**src/rtl/reward_engine_pkg.sv**
```systemverilog
`default_nettype none
// ------------------------------------------------------------------
// reward_engine_pkg: shared field offsets, sentinel, FSM states
// Rev 1.0
// ------------------------------------------------------------------
package reward_engine_pkg;

  localparam logic [1:0] FLD_NODE    = 2'd0;
  localparam logic [1:0] FLD_CLUSTER = 2'd1;
  localparam logic [1:0] FLD_HOP     = 2'd2;
  localparam logic [1:0] FLD_ENERGY  = 2'd3;

  localparam logic [63:0] SENTINEL_ALL = '1;

  localparam int DEF_HOP_WEIGHT    = 8;
  localparam int DEF_CLUSTER_BONUS = 64;

  typedef enum logic [2:0] {
    ST_IDLE    = 3'd0,
    ST_ISSUE   = 3'd1,
    ST_CAPTURE = 3'd2,
    ST_CALC    = 3'd3,
    ST_NEXT    = 3'd4,
    ST_DONE    = 3'd5
  } state_e;

  function automatic int idx_width(input int n);
    return (n > 1) ? $clog2(n) : 1;
  endfunction

endpackage
`default_nettype wire

```
**src/rtl/reward_engine_calc.sv**
```systemverilog
`default_nettype none
// ------------------------------------------------------------------
// reward_calc: combinational saturated score energy + bonus - hops*weight
// Rev 1.0
// ------------------------------------------------------------------
module reward_calc
  import reward_engine_pkg::*;
#(
  parameter int WORD_WIDTH    = 16,
  parameter int HOP_WEIGHT    = DEF_HOP_WEIGHT,
  parameter int CLUSTER_BONUS = DEF_CLUSTER_BONUS
) (
  input  logic [WORD_WIDTH-1:0] energy,
  input  logic                  cluster_match,
  input  logic [WORD_WIDTH-1:0] hop_count,
  output logic [WORD_WIDTH-1:0] reward
);

  // Wide enough that no hop_count/weight combination can wrap before clamping.
  localparam int CW = 2 * WORD_WIDTH + 4;
  localparam logic signed [CW-1:0] MAX_S = CW'({WORD_WIDTH{1'b1}});

  logic signed [CW-1:0] energy_s;
  logic signed [CW-1:0] bonus_s;
  logic signed [CW-1:0] penalty_s;
  logic signed [CW-1:0] score_s;

  always_comb begin
    energy_s  = $signed(CW'(energy));
    bonus_s   = cluster_match ? $signed(CW'(CLUSTER_BONUS)) : '0;
    penalty_s = $signed(CW'(hop_count)) * $signed(CW'(HOP_WEIGHT));
    score_s   = energy_s + bonus_s - penalty_s;
    if (score_s[CW-1]) begin
      reward = '0;
    end else if (score_s > MAX_S) begin
      reward = '1;
    end else begin
      reward = score_s[WORD_WIDTH-1:0];
    end
  end

endmodule
`default_nettype wire

```
**src/rtl/reward_engine.sv**
```systemverilog
`default_nettype none
// ------------------------------------------------------------------
// reward_engine: neighbour-table scan, per-entry reward, best-hop select
// Rev 1.0
// ------------------------------------------------------------------
module reward_engine
  import reward_engine_pkg::*;
#(
  parameter int          WORD_WIDTH    = 16,
  parameter int          NUM_CAND      = 4,
  parameter int unsigned TBL_BASE      = 'h0100,
  parameter int          ENTRY_WORDS   = 4,
  parameter int          HOP_WEIGHT    = DEF_HOP_WEIGHT,
  parameter int          CLUSTER_BONUS = DEF_CLUSTER_BONUS
) (
  input  logic                             clock,
  input  logic                             nreset,
  input  logic                             done_prev,
  input  logic [WORD_WIDTH-1:0]            my_node_id,
  input  logic [WORD_WIDTH-1:0]            my_cluster_id,
  output logic [WORD_WIDTH-1:0]            address,
  input  logic [WORD_WIDTH-1:0]            mem_data_out,
  output logic [NUM_CAND*WORD_WIDTH-1:0]   reward_data_out,
  output logic [idx_width(NUM_CAND)-1:0]   best_action,
  output logic [WORD_WIDTH-1:0]            besthop,
  output logic                             best_valid,
  output logic                             done_reward
);

  localparam int IW = idx_width(NUM_CAND);
  localparam int RW = NUM_CAND * WORD_WIDTH;
  localparam logic [WORD_WIDTH-1:0] SENTINEL = SENTINEL_ALL[WORD_WIDTH-1:0];

  state_e                state_q, state_d;
  logic [IW-1:0]         idx_q, idx_d;
  logic [1:0]            fld_q, fld_d;
  logic [WORD_WIDTH-1:0] address_q, address_d;
  logic [WORD_WIDTH-1:0] node_q, node_d;
  logic [WORD_WIDTH-1:0] cluster_q, cluster_d;
  logic [WORD_WIDTH-1:0] hop_q, hop_d;
  logic [WORD_WIDTH-1:0] energy_q, energy_d;
  logic [RW-1:0]         reward_q, reward_d;
  logic [IW-1:0]         best_action_q, best_action_d;
  logic [WORD_WIDTH-1:0] besthop_q, besthop_d;
  logic [WORD_WIDTH-1:0] best_reward_q, best_reward_d;
  logic                  best_valid_q, best_valid_d;
  logic                  done_reward_q, done_reward_d;
  logic                  done_prev_q, done_prev_d;
  logic                  start_q, start_d;

  logic                  cluster_match;
  logic [WORD_WIDTH-1:0] calc_reward;
  logic                  last_entry;

  assign cluster_match = (cluster_q == my_cluster_id);
  assign last_entry    = (int'(idx_q) == NUM_CAND - 1);

  reward_calc #(
    .WORD_WIDTH   (WORD_WIDTH),
    .HOP_WEIGHT   (HOP_WEIGHT),
    .CLUSTER_BONUS(CLUSTER_BONUS)
  ) u_calc (
    .energy       (energy_q),
    .cluster_match(cluster_match),
    .hop_count    (hop_q),
    .reward       (calc_reward)
  );

  always_comb begin
    state_d       = state_q;
    idx_d         = idx_q;
    fld_d         = fld_q;
    address_d     = address_q;
    node_d        = node_q;
    cluster_d     = cluster_q;
    hop_d         = hop_q;
    energy_d      = energy_q;
    reward_d      = reward_q;
    best_action_d = best_action_q;
    besthop_d     = besthop_q;
    best_reward_d = best_reward_q;
    best_valid_d  = best_valid_q;
    done_prev_d   = done_prev;
    start_d       = done_prev & ~done_prev_q;

    unique case (state_q)
      ST_IDLE: begin
        if (start_q) begin
          state_d       = ST_ISSUE;
          idx_d         = '0;
          fld_d         = FLD_NODE;
          reward_d      = '0;
          best_action_d = '0;
          besthop_d     = '0;
          best_reward_d = '0;
          best_valid_d  = 1'b0;
        end
      end
      ST_ISSUE: state_d = ST_CAPTURE;
      ST_CAPTURE: begin
        case (fld_q)
          FLD_NODE: begin
            node_d = mem_data_out;
            if (mem_data_out == SENTINEL) begin
              state_d = ST_DONE;
            end else if (mem_data_out == my_node_id) begin
              state_d = ST_NEXT;
            end else begin
              fld_d   = FLD_CLUSTER;
              state_d = ST_ISSUE;
            end
          end
          FLD_CLUSTER: begin
            cluster_d = mem_data_out;
            fld_d     = FLD_HOP;
            state_d   = ST_ISSUE;
          end
          FLD_HOP: begin
            hop_d   = mem_data_out;
            fld_d   = FLD_ENERGY;
            state_d = ST_ISSUE;
          end
          default: begin
            energy_d = mem_data_out;
            state_d  = ST_CALC;
          end
        endcase
      end
      // CALC advances on its own so a full entry costs 9 cycles; NEXT serves the self-skip path.
      ST_CALC: begin
        reward_d[int'(idx_q)*WORD_WIDTH +: WORD_WIDTH] = calc_reward;
        if (!best_valid_q || (calc_reward > best_reward_q)) begin
          best_valid_d  = 1'b1;
          best_action_d = idx_q;
          besthop_d     = node_q;
          best_reward_d = calc_reward;
        end
        if (last_entry) begin
          state_d = ST_DONE;
        end else begin
          idx_d   = idx_q + IW'(1);
          fld_d   = FLD_NODE;
          state_d = ST_ISSUE;
        end
      end
      ST_NEXT: begin
        if (last_entry) begin
          state_d = ST_DONE;
        end else begin
          idx_d   = idx_q + IW'(1);
          fld_d   = FLD_NODE;
          state_d = ST_ISSUE;
        end
      end
      ST_DONE: state_d = ST_IDLE;
      default: state_d = ST_IDLE;
    endcase

    if (state_d == ST_ISSUE) begin
      address_d = WORD_WIDTH'(TBL_BASE + int'(idx_d) * ENTRY_WORDS + int'(fld_d));
    end else if ((state_d == ST_DONE) || (state_d == ST_IDLE)) begin
      address_d = '0;
    end
    done_reward_d = (state_d == ST_DONE);
  end

  always_ff @(posedge clock) begin
    if (!nreset) begin
      state_q       <= ST_IDLE;
      idx_q         <= '0;
      fld_q         <= FLD_NODE;
      address_q     <= '0;
      node_q        <= '0;
      cluster_q     <= '0;
      hop_q         <= '0;
      energy_q      <= '0;
      reward_q      <= '0;
      best_action_q <= '0;
      besthop_q     <= '0;
      best_reward_q <= '0;
      best_valid_q  <= 1'b0;
      done_reward_q <= 1'b0;
      done_prev_q   <= 1'b0;
      start_q       <= 1'b0;
    end else begin
      state_q       <= state_d;
      idx_q         <= idx_d;
      fld_q         <= fld_d;
      address_q     <= address_d;
      node_q        <= node_d;
      cluster_q     <= cluster_d;
      hop_q         <= hop_d;
      energy_q      <= energy_d;
      reward_q      <= reward_d;
      best_action_q <= best_action_d;
      besthop_q     <= besthop_d;
      best_reward_q <= best_reward_d;
      best_valid_q  <= best_valid_d;
      done_reward_q <= done_reward_d;
      done_prev_q   <= done_prev_d;
      start_q       <= start_d;
    end
  end

  assign address         = address_q;
  assign reward_data_out = reward_q;
  assign best_action     = best_action_q;
  assign besthop         = besthop_q;
  assign best_valid      = best_valid_q;
  assign done_reward     = done_reward_q;

endmodule
`default_nettype wire

```
**config.mk**
```make
export PLATFORM = sky130hd
export DESIGN_NAME = reward_engine
export DESIGN_NICKNAME = d
export VERILOG_FILES = /design/src/rtl/reward_engine_pkg.sv /design/src/rtl/reward_engine_calc.sv /design/src/rtl/reward_engine.sv
export SDC_FILE = /design/constraint.sdc
export NUM_CORES = 1
export LEC_CHECK = 0
export BUFFER_PORTS_ARGS = -buffer_cell sky130_fd_sc_hd__buf_2
export CORE_AREA = 2 2 133 135
export CTS_BUF_LIST = sky130_fd_sc_hd__clkbuf_2
export CTS_CLUSTER_SIZE = 30
export DETAILED_ROUTE_END_ITERATION = 6
export DIE_AREA = 0 0 135 137
export HOLD_SLACK_MARGIN = 0.1
export PLACE_DENSITY = 0.72
export SYNTH_ARGS = -nofsm -noshare
export SYNTH_HDL_FRONTEND = slang
export SYNTH_SLANG_ARGS = --single-unit
```
**constraint.sdc**
```tcl
create_clock -name clock -period 15.5 [get_ports clock]
set_input_delay 3.1 -clock clock [delete_from_list [all_inputs] [get_ports clock]]
set_output_delay 3.1 -clock clock [all_outputs]
set_load 0.005 [all_outputs]
```
==> results.json <==
{
  "viasPerCell": 5.306,
  "wl_per_cell_microns": 14.80,
  "cp-start-kind": "input pin",
  "clockBufferDepth": 2,
  "yosysUniqueCellTypes": 64,
  "grt_pass1_vias": 6457,
  "min_period_ps": 8752,
  "fin_skew_ps": 33.63,
  "p_leak_nw": 3.821,
  "async_reset_ff_frac": 0,
  "portBuffers": 139,
  "ys_warn_count": 0,
  "comb_power_share": 0.056,
  "worstPathRequired_ps": 16180,
  "drt_iter0_drc": 517,
  "postCtsHoldBufs": 0,
  "crit_path_max_incr_delay_ps": 910,
  "cts_setup_buffers": 0,
  "p_sw_w": 0.0001957,
  "final_nets": 1225,
  "first_pass_iters": 5,
  "synth_edf_count": 0,
  "hold_class": "register to register",
  "grt_overflow": 0,
  "place.gp.congestion": 0.8564,
  "tightest_slew_ps": 1096,
  "synth_area_leader_cell": "dfxtp_1",
  "ctsRootBufferMaster": "clkbuf_2",
  "fin_area_sq_mm": 0.009389,
  "hold_violations": 0,
  "maxCapViolCount": 0,
  "tns_ps": 0,
  "pwr-share-seq": 0.633,
  "synth_area_sq_mm": 0.008384,
  "routed-via-count": 7200,
  "num_io_pins": 151,
  "power.internal_w": 0.0005358,
  "finalSetupViolCount": 0,
  "clk_pin_slew_worst_paths_ps": 250,
  "cp_common_cell": "nand3_1",
  "wl_mm": 20.09,
  "avgSynthCellArea_sq_um": 8.359,
  "die_area_sq_mm": 0.01850,
  "synth_cells": 1003,
  "layout.cells.non_filler": 1357,
  "grt_pass1_wl_mm": 32.37,
  "path_delay_family": "compound AO/OA/AOI/OAI gates",
  "synthTopCellsByArea": "dfxtp_1 43%, nand2_1 10%, ha_1 8.2%",
  "die_width_microns": 135,
  "cts_repair_resize_count": 0,
  "drive_gt1_frac": 0.1760,
  "start_util": 0.4916,
  "slew_violations": 0,
  "relSlewSlack": 0.2696,
  "r2r_setup_slack_ps": 8760,
  "power_switching_share": 0.2675,
  "grt_use_total": 0.2203,
  "cp_cell_sequence": "buf_2 > xnor2_1 > nand4_1 > nor4_1 > fa_1 > ha_1 > nand2_1 > a211oi_2 > o211ai_1 > a311oi_4 > nand2b_1 > and2_1 > ha_1 > nand3_1 > nor3_1 > nand3_1 > a311oi_1 > o211a_1 > nand3_1 > o2bb2ai_1",
  "clockPowerShare": 0.311,
  "drc": 0,
  "grt_setup_unrepaired": "no",
  "cp_max_fo": 39,
  "status": "finished, final reports clean",
  "tritoncts": "built",
  "holdWs_ps": 402.6,
  "crit_type": "input pin to register",
  "place_area_sq_mm": 0.009169,
  "yosys_register_bits": 178,
  "syn_to_final_growth_pct": 11.98,
  "p_total_w": 0.0007314,
  "end_kind": "register",
  "synth_ff_type": "dfxtp_1",
  "coreArea_sq_mm": 0.01706,
  "critical_path_arrival_ps": 9430,
  "antenna_found_initial": 1,
  "cts.sinks": 178,
  "rows": 48,
  "postRouteAntennaNets": 0,
  "max_freq_mhz": 114.3,
  "ys_seq_area_frac": 0.4250,
  "die_h_microns": 137,
  "crit_slowest_cell": "o211a_1",
  "clock_latency_ps": 760,
  "grt_max_degree": 74,
  "cts_buffers": 17,
  "dp.cells": 1324,
  "synth_top_area_frac": 0.4250,
  "vdd_drop_max_mv": 0.04374,
  "worst-path-buf-inv": 1,
  "cts_max_level": 4,
  "place.detailed.hpwl_mm": 14.48,
  "powerDensity_mw_per_mm2": 77.90,
  "min_period_over_period": 0.5646
}
synthesized netlist by cell type (5+ instances only):
| cell type | instances |
|---|---|
| o21ai_1 | 38 |
| nor2_1 | 36 |
| ha_1 | 55 |
| nor2b_1 | 8 |
| nor3_1 | 5 |
| dfxtp_1 | 178 |
| o21ai_0 | 28 |
| inv_1 | 39 |
| xor2_1 | 21 |
| a22o_1 | 15 |
| nor4_1 | 7 |
| nand4_1 | 10 |
| a31oi_1 | 5 |
| or3b_1 | 18 |
| nor2_2 | 8 |
| xnor2_1 | 22 |
| nand3_1 | 14 |
| o2bb2ai_1 | 14 |
| buf_4 | 13 |
| nand2_1 | 234 |
| a21oi_1 | 103 |
| o21a_1 | 6 |
| and2_1 | 11 |
| a21o_1 | 9 |
| clkbuf_1 | 40 |
| buf_2 | 6 |
| and3_1 | 8 |
final cells by class:
| class | instances | area [sq um] |
|---|---|---|
| fillers | 1678 | 7667 |
| multi-input cells | 736 | 4429 |
| flip-flops and latches | 178 | 3563 |
| repair buffers | 146 | 748.2 |
| well taps | 225 | 281.5 |
| inverters | 39 | 146.4 |
| clock inverters | 14 | 127.6 |
| clock buffers | 18 | 90.09 |
| diodes | 1 | 2.502 |
final timing paths:
kind | from | endpoint | depth (start not counted)
setup / recovery | my_cluster_id[2] | best_reward_q[0]$_SDFFE_PN0P_ | 20
hold / removal | done_prev_q$_SDFF_PN0_ | start_q$_SDFF_PN0_ | 1
setup reg to reg | cluster_q[11]$_SDFFE_PN0P_ | best_reward_q[0]$_SDFFE_PN0P_ | 19
hold reg to reg | done_prev_q$_SDFF_PN0_ | start_q$_SDFF_PN0_ | 1
placed cells by master, fill, tap and decap left out, drive strengths merged, types with 4 or more instances in the layout:
master	instances
a22o	15
or3b	18
nor2b	8
dfxtp	178
a21oi	103
o2bb2ai	15
nand2b	4
a21o	9
o21ai	67
a31oi	5
conb	11
clkinvlp	4
and2	11
nor3b	4
nand3	14
nand4	10
inv	44
buf	146
nor4	7
ha	55
o211ai	4
nor2	45
xnor2	22
nand2	234
nor3	5
clkbuf	18
xor2	21
o21a	6
and3	8
clkinv	4
metrics by stage:
stage / util / setup WS (ps)
floorplan: - / 7866
detailed placement: 0.5376 / 6016
CTS: 0.5503 / 6844
global route: 0.5505 / 6178
finish: 0.5505 / 6748
global placement: 0.5376 / 6289
kinds of logic (layout without fill, tap and decap cells):
logic type,count (synthesis),after routing,share of synthesized area
buffers and inverters,99,217,0.05193
adders and majority gates,56,56,0.08447
muxes,1,1,0.001343
other,1,12,0.0004473
AOI/OAI and AO/OA,247,247,0.1847
xor gates and xnor gates,43,43,0.04492
and+or+nand+nor,378,378,0.2071
DFF,178,178,0.4250
metal layers:
| metal | vias up | track usage | wire length [microns] | part of all wire |
|---|---|---|---|---|
| met1 | 3298 | 0.3077 | 9527 | 0.47 |
| met2 | 240 | 0.3486 | 9001 | 0.45 |
| met3 | 22 | 0.04667 | 1300 | 0.065 |
| met4 | 0 | 0.05498 | 259 | 0.013 |
| li1 | 3640 | - | - | - |
| met5 | - | 0 | 0 | 0 |
registers in the layout (all words and copies together) (netlist names), 2 cells and up:
signal,cells
hop_q,16
best_reward_q,16
cluster_q,16
best_action,2
fld_q,2
idx_q,2
besthop,16
reward_data_out,64
state_q,3
address,5
node_q,16
energy_q,16
worst register-to-register path, cell delays in order, from the launching register on:
cell and delay (ps):
dfxtp_1 430, xnor2_1 130, nand4_1 110, nor4_1 530, fa_1 520, ha_1 360
nand2_1 130, a211oi_2 290, o211ai_1 160, a311oi_4 830, nand2b_1 330, and2_1 170
ha_1 160, nand3_1 120, nor3_1 200, nand3_1 110, a311oi_1 240, o211a_1 910
nand3_1 630, o2bb2ai_1 290
power by group through the flow:
stage / clock [W] / sequential [W] / combinational (W)
final: 0.000227 / 0.000463 / 0.0000410
after global routing: 0.000253 / 0.000464 / 0.0000449
after CTS: 0.000234 / 0.000463 / 0.0000407
after detailed placement: 0 / 0.000472 / 0.0000406
after global placement: 0 / 0.000472 / 0.0000405
after floorplan: 0 / 0.000471 / 0.0000245
(Power assumes the default switching activity.)
